===== src/rtl/mmio_multi_timer_core.sv =====
// Multi-channel MMIO timer slot: NUM_CH up-counters sharing one prescaled
// tick, each with free-run, periodic and one-shot modes, a sticky expiry
// flag and a per-channel interrupt enable. Four registers per channel.
module mmio_multi_timer_core #(
  parameter int NUM_CH    = 4,
  parameter int CNT_WIDTH = 32,
  parameter int TICK_DIV  = 1
) (
  input  logic        clk,
  input  logic        reset_n,
  input  logic        cs,
  input  logic        read,
  input  logic        write,
  input  logic [4:0]  addr,
  input  logic [31:0] wr_data,
  output logic [31:0] rd_data,
  output logic        irq
);

  localparam int PW = (TICK_DIV > 1) ? $clog2(TICK_DIV) : 1;

  localparam logic [1:0] MODE_PERIODIC = 2'b01;
  localparam logic [1:0] MODE_ONESHOT  = 2'b10;

  logic [PW-1:0]        presc_q, presc_d;
  logic                 tick;

  logic [CNT_WIDTH-1:0] cnt_q [NUM_CH];
  logic [CNT_WIDTH-1:0] cnt_d [NUM_CH];
  logic [CNT_WIDTH-1:0] per_q [NUM_CH];
  logic [CNT_WIDTH-1:0] per_d [NUM_CH];
  logic [1:0]           mode_q [NUM_CH];
  logic [1:0]           mode_d [NUM_CH];
  logic [NUM_CH-1:0]    en_q, en_d;
  logic [NUM_CH-1:0]    ien_q, ien_d;
  logic [NUM_CH-1:0]    exp_q, exp_d;

  logic [NUM_CH-1:0]    hit_cnt, hit_per, hit_ctl, hit_sts, set_exp;
  logic                 in_range;
  logic                 wr_ok;

  // Reads are side-effect free and upper write bits may be discarded.
  logic unused_inputs;
  assign unused_inputs = ^{read, wr_data};

  assign in_range = ({27'd0, addr} < 32'(NUM_CH * 4));
  assign wr_ok    = cs & write & in_range;

  // Shared prescaler: tick on the last count of each TICK_DIV window.
  assign tick    = (presc_q == PW'(TICK_DIV - 1));
  assign presc_d = tick ? '0 : presc_q + 1'b1;

  // Per-channel next state: counting rules first, then register writes override.
  always_comb begin
    hit_cnt = '0;
    hit_per = '0;
    hit_ctl = '0;
    hit_sts = '0;
    set_exp = '0;
    en_d    = en_q;
    ien_d   = ien_q;
    exp_d   = exp_q;
    for (int c = 0; c < NUM_CH; c++) begin
      cnt_d[c]  = cnt_q[c];
      per_d[c]  = per_q[c];
      mode_d[c] = mode_q[c];

      if (wr_ok && (addr[4:2] == 3'(c))) begin
        hit_cnt[c] = (addr[1:0] == 2'd0);
        hit_per[c] = (addr[1:0] == 2'd1);
        hit_ctl[c] = (addr[1:0] == 2'd2);
        hit_sts[c] = (addr[1:0] == 2'd3);
      end

      // A COUNT write on a tick edge suppresses that tick entirely.
      if (tick && en_q[c] && !hit_cnt[c]) begin
        if (mode_q[c] == MODE_PERIODIC || mode_q[c] == MODE_ONESHOT) begin
          if (cnt_q[c] == per_q[c]) begin
            cnt_d[c]   = '0;
            set_exp[c] = 1'b1;
            if (mode_q[c] == MODE_ONESHOT) en_d[c] = 1'b0;
          end else begin
            // Past the period the counter simply wraps, silently.
            cnt_d[c] = cnt_q[c] + 1'b1;
          end
        end else begin
          cnt_d[c]   = cnt_q[c] + 1'b1;
          set_exp[c] = &cnt_q[c];
        end
      end

      if (hit_cnt[c]) cnt_d[c] = wr_data[CNT_WIDTH-1:0];
      if (hit_per[c]) per_d[c] = wr_data[CNT_WIDTH-1:0];
      if (hit_ctl[c]) begin
        en_d[c]   = wr_data[0];
        mode_d[c] = wr_data[2:1];
        ien_d[c]  = wr_data[3];
      end
      // A new expiry beats a simultaneous clear.
      exp_d[c] = (exp_q[c] & ~(hit_sts[c] & wr_data[0])) | set_exp[c];
    end
  end

  // State registers with asynchronous clear.
  always_ff @(posedge clk or negedge reset_n) begin
    if (!reset_n) begin
      presc_q <= '0;
      en_q    <= '0;
      ien_q   <= '0;
      exp_q   <= '0;
      for (int c = 0; c < NUM_CH; c++) begin
        cnt_q[c]  <= '0;
        per_q[c]  <= '0;
        mode_q[c] <= '0;
      end
    end else begin
      presc_q <= presc_d;
      en_q    <= en_d;
      ien_q   <= ien_d;
      exp_q   <= exp_d;
      for (int c = 0; c < NUM_CH; c++) begin
        cnt_q[c]  <= cnt_d[c];
        per_q[c]  <= per_d[c];
        mode_q[c] <= mode_d[c];
      end
    end
  end

  // Zero-latency read mux over registered state; unmapped addresses read 0.
  always_comb begin
    rd_data = '0;
    for (int c = 0; c < NUM_CH; c++) begin
      if (in_range && (addr[4:2] == 3'(c))) begin
        case (addr[1:0])
          2'd0:    rd_data[CNT_WIDTH-1:0] = cnt_q[c];
          2'd1:    rd_data[CNT_WIDTH-1:0] = per_q[c];
          2'd2:    rd_data[3:0] = {ien_q[c], mode_q[c], en_q[c]};
          default: rd_data[0] = exp_q[c];
        endcase
      end
    end
  end

  assign irq = |(exp_q & ien_q);

endmodule


===== config.mk =====
export PLATFORM = sky130hd
export DESIGN_NAME = mmio_multi_timer_core
export DESIGN_NICKNAME = d
export VERILOG_FILES = /design/src/rtl/mmio_multi_timer_core.sv
export SDC_FILE = /design/constraint.sdc
export NUM_CORES = 1
export LEC_CHECK = 0
export CAP_MARGIN = 20
export CELL_PAD_IN_SITES_DETAIL_PLACEMENT = 0
export CELL_PAD_IN_SITES_GLOBAL_PLACEMENT = 1
export CORE_ASPECT_RATIO = 1.1
export CORE_MARGIN = 4
export CORE_UTILIZATION = 40
export DETAILED_ROUTE_END_ITERATION = 8
export PLACE_DENSITY_LB_ADDON = 0.1
export SYNTH_ARGS = -nofsm -noshare
export SYNTH_HDL_FRONTEND = slang
export SYNTH_SLANG_ARGS = --single-unit

===== constraint.sdc =====
create_clock -name clk -period 3.5 [get_ports clk]
set_input_delay 0.7 -clock clk [delete_from_list [all_inputs] [get_ports clk]]
set_output_delay 0.7 -clock clk [all_outputs]
set_load 0.01 [all_outputs]

==> metrics <==
status=complete, no violations; Detailed Place HPWL=50800 um; Most used DFF post-synth=dfrtp_1; Power Dens Cells=between 500 and 600 nW/um2; Clk pwr share=0.310; number of global-route vias before repair=15200; combinational share of power=0.296; final hold vios=0; global-route wire length before repair=106000 um; Post-Place Cells=2543; hold buffers post-CTS=0; Clock transition at path regs=0.06 ns; # setup viols final=0; Cell Area, Synth=17900 um2; CP Max Fanout=19; Int Pwr=7.53 mW; gate count after technology mapping=1909; WL per Instance=27.5 um; cell taking the most area after synthesis=dfrtp_1; #FFs+latches synth=276; initial antenna violation count=8; Die W=210 um; final estimated routing congestion in global placement=0.964; io pins=75; crit-path most repeated cell=buf_12; Max-cap violations=0; Iter 0 DRT Violations=between 1000 and 1500; Util after Layout=0.478; Die H=230 um; antenna-violating nets left=0; CP delay by family, top=buffers and inverters; Slowest Stage Delay on Critical Path=0.54 ns; post-route cell area=21200 um2; Max-slew headroom=0.326; worst-skew pair later-pin latency=approximately 0.55 ns; worst path bufs/invs=6; GRT Overall Usage=0.292; Tcrit/Tclk final=0.982; Req. time, crit path=2.80 ns; Period minus WS final=around 3.4 ns; root buf cell=clkbuf_16; post-layout worst setup margin=a little over 0.06 ns; hold crit path type=in2async; kind of critical path=in2out; skew final=about 0.016 ns; synthesized area per cell=~9.4 um2; total power=11.9 mW; clk buf depth=3; Slowest cell on crit path=clkdlybuf4s50_1; largest net degree at the start of global routing=a little over 80; die area=48300 um2; starting density of the core=0.404; sw frac=0.369; final cell count without fillers=~2600; Psw=4.41 mW; VDD IR-drop max=about 0.36 mV; CP Capture Type=output port; final hold slack=approximately 0.17 ns; GRT overflow=0; TritonCTS clock tree=done; Synth-to-Final Area Change=18.1%; Worst Tran Pin Value=1.01 ns; Via density=around 6; number of flops mapped to enable cells by yosys=0; Vias=15700; synth warn=0; post-synth top area share=0.385; DRT Wirelength=71800 um; Nets=2052; dpl cell area=19900 um2; site row count=81; worst path arrival time=~2.7 ns; pre-CTS WS=-0.340 ns; Post-synth ARST share=1.00; clk sinks=between 200 and 300; PortBufs=between 70 and 80; router iterations before antenna repair=5; register share of total power=0.394; Post-Syn Nets=between 1500 and 2000; leading cell types by total area after synthesis=dfrtp_1 (38%), mux2_2 (9.0%), mux2i_1 (7.6%); H-tree levels=2; fin. max-slew vios=0; Core Area=around 44000 um2; share of cells above drive strength 1=0.212; # DRC=0; Seq/Total Area, Yosys=0.385; worst path cell trace=dlygate4sd2_1, buf_12, buf_4, nor2_4, nand3_1, buf_12, buf_12, o22ai_1, or2_2, clkdlybuf4s50_1; maximum clock rate=291 MHz; CTS buffer count=35; startpoint types=primary input; Setup TNS=0 ns; Netlist cell types=84; leakage=9.31 nW
## cell families after synthesis
logic type / synth area share
flops: 0.385
simple gates: 0.181
mux: 0.175
buf+inv: 0.0445
fa+ha+maj: 0.00558
xor+xnor: 0.0634
compound gates: 0.145
## sequential cells by signal, indices dropped and copies added, names as in the netlist
name and flops:
cnt_q 128, en_q 4, exp_q 4, ien_q 4, mode_q 8, per_q 128
## placed cells by master (no fill, tap or decap), types with 55 or more instances in the layout
cell,n
mux2_2,143
o21ai_0,92
a21oi_1,77
mux2i_1,134
clkdlybuf4s50_1,55
nor2_1,152
xor2_1,62
nand2_1,147
nand3_1,58
buf_4,118
dfrtp_1,276
xnor2_1,68
## synthesized netlist by cell type, types with 6 or more instances
master and count:
dfrtp_1 276, nor2_1 156, nand2_1 148, mux2_2 143, mux2i_1 136, o21ai_0 92, clkbuf_1 84, a21oi_1 77
xnor2_1 68, xor2_1 62, nand3_1 60, o22ai_1 56, a31oi_1 49, buf_2 49, and3_1 39, nand4_1 38
nor3_1 32, or2_2 31, inv_1 25, nor4_1 21, or4_1 18, o21a_1 17, a221oi_1 13, o221ai_1 12
or3_1 11, o211ai_1 9, or3b_2 9, ha_1 8, nand2b_1 8, o31ai_1 8, a2bb2oi_1 7, mux4_2 7
nor2b_1 7, and2_1 6, buf_6 6, nand3_2 6, o31a_1 6
## power groups by stage
stage	Clock, mW	Combinational, mW	Sequential [mW]
2_1_floorplan	0	2.48	4.28
3_3_place_gp	0	3.47	4.72
3_5_place_dp	0	3.49	4.74
4_1_cts	3.77	3.53	4.69
5_1_grt	3.90	3.85	4.79
6_report	3.70	3.53	4.70
## timing repair
action / 4_1_cts / 5_1_grt
setup buffers: 3 / 0
pin swaps: 0 / 0
cloned: 0 / 0
setup endpoints to repair: 32 / 26
resized for setup: 21 / 17
## routing by layer
| layer | vias up | wire length (um) | global-route usage |
|---|---|---|---|
| met5 | - | 0 | 0 |
| met4 | 0 | 2690 | 0.0957 |
| met3 | 117 | 3800 | 0.0430 |
| met2 | 495 | 34400 | 0.489 |
| met1 | 7871 | 30900 | 0.389 |
| li1 | 7187 | - | - |
## path summary, 6_finish.rpt
check | startpoint | end | slack [ns] | cells after the start
hold / removal | reset_n | cnt_q[50]$_DFFE_PN0P_ | 0.17 | 1
min in group clk | mode_q[0]$_DFFE_PN0P_ | mode_q[0]$_DFFE_PN0P_ | 0.51 | 1
setup reg to reg | cnt_q[32]$_DFFE_PN0P_ | exp_q[2]$_DFF_PN0_ | 0.73 | 7
hold reg to reg | mode_q[0]$_DFFE_PN0P_ | mode_q[0]$_DFFE_PN0P_ | 0.51 | 1
setup / recovery | addr[1] | rd_data[31] | 0.06 | 10
max in group asynchronous | reset_n | per_q[23]$_DFFE_PN0P_ | 2.48 | 2
## final cells by class
type                    instances  area (um2)
multi-input cells            1454       10300
diodes                          1        2.50
well taps                     581         727
flip-flops and latches        276        6910
clock buffers                  56        1100
repair buffers                208        1960
inverters                      27         101
fillers                      4299       23200
clock inverters                 5        52.6
Note: power is estimated with default switching activity, not from simulation.
